[src/rtl/hazard_pkg.sv]
// Shared types for the hazard/forwarding controller: forwarding selects,
// shadow-stage destination tags and the tag compare used by every stage.
package hazard_pkg;

    // Tag rd field is sized for up to 256 registers; narrower indices are zero-extended.
    localparam int RD_W = 8;

    typedef enum logic [1:0] {
        FWD_RF     = 2'd0,
        FWD_EXEMEM = 2'd1,
        FWD_MEMWB  = 2'd2,
        FWD_RSVD   = 2'd3
    } fwd_sel_t;

    typedef struct packed {
        logic            valid;
        logic [RD_W-1:0] rd;
        logic            wb_en;
        logic            is_load;
    } stage_tag_t;

    function automatic logic tag_match(
        input stage_tag_t      s,
        input logic            used,
        input logic [RD_W-1:0] rs,
        input logic            zero_reg
    );
        return s.valid & s.wb_en & used & (s.rd == rs) & ~(zero_reg & (rs == '0));
    endfunction

endpackage

[src/rtl/hazard_tag_pipe.sv]
// Shadow pipeline of destination tags (EXE, MEM, WB) tracking the datapath.
// A bubble invalidates the tag entering EXE; older stages always advance.
import hazard_pkg::*;

module hazard_tag_pipe (
    input  logic       clk,
    input  logic       rst,
    input  logic       bubble,
    input  stage_tag_t in_tag,
    output stage_tag_t s_exe,
    output stage_tag_t s_mem,
    output stage_tag_t s_wb
);

    stage_tag_t exe_d;

    always_comb begin
        exe_d       = in_tag;
        exe_d.valid = in_tag.valid & ~bubble;
    end

    always_ff @(posedge clk or negedge rst) begin
        if (!rst) begin
            s_exe <= '0;
            s_mem <= '0;
            s_wb  <= '0;
        end else begin
            s_wb  <= s_mem;
            s_mem <= s_exe;
            s_exe <= exe_d;
        end
    end

endmodule

[src/rtl/hazard_fwd_unit.sv]
// Hazard and forwarding controller for the 5-stage in-order pipeline:
// load-use stall, branch flush, ID/EXE bubble and registered operand forwarding selects.
import hazard_pkg::*;

module hazard_fwd_unit #(
    parameter int ARQ      = 16,
    parameter int NREGS    = 16,
    parameter int RAW      = $clog2(NREGS),
    parameter int NSRC     = 3,
    parameter bit ZERO_REG = 1'b1
) (
    input  logic              clk,
    input  logic              rst,
    input  logic              id_valid,
    input  logic [NSRC*RAW-1:0] id_rs,
    input  logic [NSRC-1:0]   id_rs_used,
    input  logic [RAW-1:0]    id_rd,
    input  logic              id_wb_en,
    input  logic              id_is_load,
    input  logic              exe_branch_taken,
    output logic              pc_en,
    output logic              ifid_stall,
    output logic              ifid_flush,
    output logic              idexe_bubble,
    output logic [NSRC*2-1:0] fwd_sel,
    output logic [ARQ-1:0]    hazard_cnt
);

    stage_tag_t          id_tag;
    stage_tag_t          s_exe;
    stage_tag_t          s_mem;
    logic [NSRC-1:0]     m_exe;
    logic [NSRC-1:0]     m_mem;
    logic                lu;
    logic                br;
    logic [NSRC*2-1:0]   fwd_next;

    always_comb begin
        id_tag         = '0;
        id_tag.valid   = id_valid;
        id_tag.rd      = RD_W'(id_rd);
        id_tag.wb_en   = id_wb_en;
        id_tag.is_load = id_is_load;
    end

    // WB-stage tag is not consulted: the register file is write-first.
    hazard_tag_pipe u_tag_pipe (
        .clk    (clk),
        .rst    (rst),
        .bubble (idexe_bubble),
        .in_tag (id_tag),
        .s_exe  (s_exe),
        .s_mem  (s_mem),
        .s_wb   ()
    );

    always_comb begin
        m_exe    = '0;
        m_mem    = '0;
        lu       = 1'b0;
        fwd_next = '0;
        for (int k = 0; k < NSRC; k++) begin
            m_exe[k] = tag_match(s_exe, id_rs_used[k], RD_W'(id_rs[k*RAW +: RAW]), ZERO_REG);
            m_mem[k] = tag_match(s_mem, id_rs_used[k], RD_W'(id_rs[k*RAW +: RAW]), ZERO_REG);
            if (m_exe[k] && s_exe.is_load)
                lu = 1'b1;
            // Younger producer in EXE wins over the one in MEM.
            if (m_exe[k] && !s_exe.is_load)
                fwd_next[k*2 +: 2] = FWD_EXEMEM;
            else if (m_mem[k])
                fwd_next[k*2 +: 2] = FWD_MEMWB;
        end
        lu = lu & id_valid;
    end

    assign br           = exe_branch_taken;
    assign ifid_stall   = lu & ~br;
    assign pc_en        = ~ifid_stall;
    assign ifid_flush   = br;
    assign idexe_bubble = br | lu;

    always_ff @(posedge clk or negedge rst) begin
        if (!rst) begin
            fwd_sel    <= '0;
            hazard_cnt <= '0;
        end else begin
            fwd_sel <= idexe_bubble ? '0 : fwd_next;
            if (ifid_stall && (hazard_cnt != '1))
                hazard_cnt <= hazard_cnt + ARQ'(1);
        end
    end

endmodule

[config.mk]
export PLATFORM = sky130hd
export DESIGN_NAME = hazard_fwd_unit
export DESIGN_NICKNAME = d
export VERILOG_FILES = /design/src/rtl/hazard_pkg.sv /design/src/rtl/hazard_tag_pipe.sv /design/src/rtl/hazard_fwd_unit.sv
export SDC_FILE = /design/constraint.sdc
export NUM_CORES = 1
export LEC_CHECK = 0
export BUFFER_PORTS_ARGS = -buffer_cell sky130_fd_sc_hd__buf_2
export CAP_MARGIN = 10
export CORE_ASPECT_RATIO = 1.75
export CORE_MARGIN = 2
export CORE_UTILIZATION = 54
export CTS_CLUSTER_DIAMETER = 50
export DETAILED_ROUTE_END_ITERATION = 7
export PLACE_DENSITY = 0.85
export SLEW_MARGIN = 20
export SYNTH_ARGS = -nofsm -noshare
export SYNTH_HDL_FRONTEND = slang
export SYNTH_HIERARCHICAL = 1
export SYNTH_SLANG_ARGS = --single-unit
[constraint.sdc]
create_clock -name clk -period 2.4 [get_ports clk]
set_input_delay 0.12 -clock clk [delete_from_list [all_inputs] [get_ports clk]]
set_output_delay 0.12 -clock clk [all_outputs]
set_load 0.005 [all_outputs]
# Word level (Yosys, flattened, before mapping)
# Cells that the tools add are included.
# totals
out_inout_bits,26
reg_bits,35
inputBits,25
# classes
eq_ne,7
add_sub_neg,1
reduce_logical,11
n_mux,10
n_bitwise,30
# op_table
op,n
equality test 4 bit,6
AND 1 bit,23
adder 16 x 1 -> 16 bit (second input constant),1
!= test 16 bit (second input constant),1
zero test 4 bit,3
two-way mux 2 bit,6
logical AND 1 bit,7
two-way mux 6 bit,1
inverter 1 bit,6
two-way mux 1 bit,3
zero test 1 bit,1
bitwise OR 1 bit,1

# Depth between registers and ports, before layout
# logic_depth
word_depth,12
ltp_mapped,7

# By module
# The synthesis kept the hierarchy.
# modules_own_cells
module,area_per_inst_um2,seq_area_each_um2,cells_each,n_inst
hazard_fwd_unit,1427.6,550.5,138,1
hazard_tag_pipe,839.6,825.8,34,1

# Least setup slack after synthesis
# Ideal clock, no wire load.
# synth_path
kind,flip-flop to flip-flop
start,reg u_tag_pipe/s_exe[7] (netlist name)
end,reg hazard_cnt[1]
path_stages_with_launch,6
arrival_ns,1.983
path_buffers,0
setup_slack_ns,0.290
t_required_ns,2.273
period_less_slack_ns,2.110
path_cell_list,dfrtp_1 > nor4_2 > nand3_2 > or3_4 > a311oi_4 > mux2_1
# synth_lines
element,line_no,text
"end signal, assigned",hazard_fwd_unit.sv:89,hazard_cnt <= hazard_cnt + ARQ'(1);
"end, declared",hazard_fwd_unit.sv:26,output logic [ARQ-1:0] hazard_cnt

==> impl_metrics.prom <==
# TYPE chip_impl_metric gauge
chip_impl_metric{name="fin_crit",unit="ps"} 2250
chip_impl_metric{name="skew",unit="ps"} 7.26
chip_impl_metric{name="gp_congestion",unit=""} 0.779
chip_impl_metric{name="tightestPinTransition",unit="ps"} 924
chip_impl_metric{name="fp.dieW",unit="um"} 49.6
chip_impl_metric{name="leakagePower",unit="nW"} 1.17
chip_impl_info{name="hp-class",value="in2async"} 1
chip_impl_metric{name="arrival_worst_endpoint",unit="ps"} 2130
chip_impl_metric{name="met2WireLength",unit="mm"} 2.25
chip_impl_metric{name="vias",unit=""} 1428
chip_impl_metric{name="area_growth_syn_to_layout",unit="%"} 23.0
chip_impl_metric{name="wire_length_of_the_first_global_routing_pass",unit="mm"} 6.72
chip_impl_metric{name="layout-drive-gt1-share",unit="%"} 29.6
chip_impl_metric{name="max-vdd-ir-drop",unit="uV"} 577
chip_impl_info{name="crit_path_start",value="u_tag_pipe/s_exe[7]"} 1
chip_impl_metric{name="max_slew_margin",unit="%"} 38.4
chip_impl_metric{name="die_area",unit="sq um"} 4160
chip_impl_info{name="cp-end-kind",value="output port"} 1
chip_impl_info{name="crit_type",value="reg2out"} 1
chip_impl_metric{name="grt_util_all_layers",unit="%"} 21.4
chip_impl_metric{name="drt-vias-per-instance",unit=""} 5.25
chip_impl_metric{name="cts-htree-levels",unit=""} 2
chip_impl_metric{name="post-cts-setup-buffers",unit=""} 0
chip_impl_metric{name="yosys_warnings",unit=""} 6
chip_impl_metric{name="synth_area_per_cell",unit="sq um"} 12.3
chip_impl_metric{name="cts.reportedPaths.clkPinSlew",unit="ps"} 80
chip_impl_metric{name="antenna_violating_nets_post_route",unit=""} 0
chip_impl_metric{name="wire_per_inst",unit="um"} 14.3
chip_impl_metric{name="setup_total_negative_slack",unit="ps"} 0
chip_impl_metric{name="initial_core_util",unit="%"} 55.3
chip_impl_info{name="violations",value="negative hold slack"} 1
chip_impl_info{name="timing.rr.end",value="hazard_cnt[1]"} 1
chip_impl_info{name="critical_path.cell_chain",value="nor4_2, nand3_2, or3_4, a31o_1, inv_1, buf_2"} 1
chip_impl_metric{name="nNetsFinal",unit=""} 251
chip_impl_metric{name="number_of_global_route_vias_before_repair",unit=""} 1469
chip_impl_metric{name="grt_max_degree",unit=""} 44
chip_impl_metric{name="clock_insertion_delay_worst_skew",unit="ps"} 290
chip_impl_info{name="most_frequent_cells_in_the_layout",value="buf_2 (50), dfrtp_1 (43), xnor2_1 (31)"} 1
chip_impl_metric{name="detail_route.iter0.violations",unit=""} 13
chip_impl_metric{name="drt_first_pass_iters",unit=""} 2
chip_impl_metric{name="vertical_die_dimension",unit="um"} 83.8
chip_impl_metric{name="synth_cells",unit=""} 160
chip_impl_metric{name="design.core.area",unit="sq um"} 3560
chip_impl_metric{name="clkSinkCount",unit=""} 43
chip_impl_metric{name="routed_wirelength",unit="mm"} 3.90
chip_impl_metric{name="cellPowerDensity",unit="nW/um^2"} 538
chip_impl_metric{name="ios",unit=""} 51
chip_impl_info{name="outcome",value="finished, violations left"} 1
chip_impl_info{name="cts_root_buffer",value="clkbuf_8"} 1
chip_impl_metric{name="route.layer.met1.wl",unit="mm"} 1.36
chip_impl_metric{name="hold-worst-slack",unit="ps"} -40.5
chip_impl_info{name="final_common_cell",value="buf_2"} 1
chip_impl_info{name="route.top_layer_used",value="met4"} 1
chip_impl_info{name="grt_setup_unrepaired",value="false"} 1
chip_impl_metric{name="fill_cell_instance_count_of_the_final_layout",unit=""} 297
chip_impl_metric{name="post_route_clock_period_utilization",unit="%"} 93.7
chip_impl_info{name="worstSetupStartpointType",value="flip-flop"} 1
chip_impl_metric{name="overflow_after_grt",unit=""} 0
chip_impl_metric{name="final_max_slew_viol_count",unit=""} 0
chip_impl_metric{name="diodes",unit=""} 0
chip_impl_metric{name="finalSetupViolCount",unit=""} 0
chip_impl_metric{name="drcViolationCount",unit=""} 0
chip_impl_metric{name="cpPeakStageDelay",unit="ps"} 440
chip_impl_info{name="cts_tree",value="yes"} 1
chip_impl_metric{name="crit_path_max_fanout",unit=""} 8
chip_impl_metric{name="drv.max_cap_violation_count",unit=""} 0
chip_impl_metric{name="initial_antenna_violation_count",unit=""} 0
chip_impl_metric{name="io_buffer_count",unit=""} 50
chip_impl_metric{name="post-dp-hpwl",unit="mm"} 3.03
chip_impl_metric{name="syn-cell-area",unit="sq um"} 1970
chip_impl_metric{name="fp-row-count",unit=""} 29
chip_impl_metric{name="r2r_setup_slack",unit="ps"} 160
chip_impl_info{name="cp_max_delay_cell",value="or3_4"} 1
chip_impl_metric{name="timing.critical_path.required",unit="ps"} 2280
chip_impl_metric{name="timing.final.hold_violations",unit=""} 43
chip_impl_info{name="r2r_start",value="u_tag_pipe/s_exe[7]"} 1
chip_impl_metric{name="clock_tree.buffer_depth",unit=""} 2
chip_impl_metric{name="maxClockFrequency",unit="MHz"} 445
chip_impl_metric{name="wl_met3",unit="um"} 197
chip_impl_metric{name="depth_of_the_most_critical_reg_to_reg_path",unit=""} 5
chip_impl_metric{name="cts_buffers",unit=""} 5
chip_impl_metric{name="postLayoutCoreUtil",unit="%"} 68.1
-- critical path: cells and delay by family (launching register included) --
family,cells,cell delay [ps]
simple gates,3,900
flops,1,400
compound gates,1,360
buf+inv,2,180
-- power breakdown --
group / switching (W) / internal, W / leakage (nW) / total, W
logic: 0.0000519 / 0.0000544 / 0.576 / 0.000106
registers: 0.0000186 / 0.000742 / 0.549 / 0.000761
clock network: 0.000230 / 0.000204 / 0.0422 / 0.000434
-- repair_timing --
action,in CTS,in global routing
hold buffers,6,0
endpoints found under the setup margin,0,1
hold endpoints to repair,6,0
gates resized for setup,0,1
-- how the worst max path moves through the flow --
stage / slack, ps / to / cells past startpoint
after floorplan: 290 / hazard_cnt[1] / 5
after detailed placement: 140 / hazard_cnt[1] / 5
final: 150 / ifid_stall / 6
after CTS: 140 / ifid_stall / 6
after global placement: 200 / hazard_cnt[1] / 5
after global routing: 8 / ifid_stall / 6
-- per-layer routing --
metal | up-vias | global-route usage [%]
met5 | - | 0
met4 | 0 | 8.84
met3 | 8 | 5.02
met2 | 48 | 39.4
met1 | 681 | 22.2
li1 | 691 | -
-- cell type report --
cell class / instances / area (sq um) / share of cell area, %
multi-input cells: 115 / 876 / 36.2
clock inverters: 1 / 5.00 / 0.207
flip-flops and latches: 43 / 1080 / 44.5
inverters: 3 / 11.3 / 0.465
repair buffers: 57 / 318 / 13.1
well taps: 46 / 57.6 / 2.38
clock buffers: 7 / 76.3 / 3.15
-- registers in the layout (all words and copies together), names as in the netlist --
register	count
fwd_sel	6
hazard_cnt	16
u_tag_pipe/s_exe	11
u_tag_pipe/s_mem	10
-- metrics by stage --
| stage | total power (W) | setup slack (ps) | instances | area [sq um] | hold WS (ps) |
|---|---|---|---|---|---|
| 4_1_cts | 0.00131 | 135 | 272 | 2420 | 2.16 |
| 3_3_place_gp | 0.000869 | 195 | 258 | 2270 | 228 |
| 6_report | 0.00130 | 151 | 272 | 2420 | -40.5 |
| 2_1_floorplan | 0.000820 | 290 | 163 | 1980 | -176 |
| 5_1_grt | 0.00136 | 8.43 | 272 | 2420 | 35.7 |
| 3_5_place_dp | 0.000874 | 140 | 258 | 2270 | 230 |
Power figures use the tool's default switching activity.
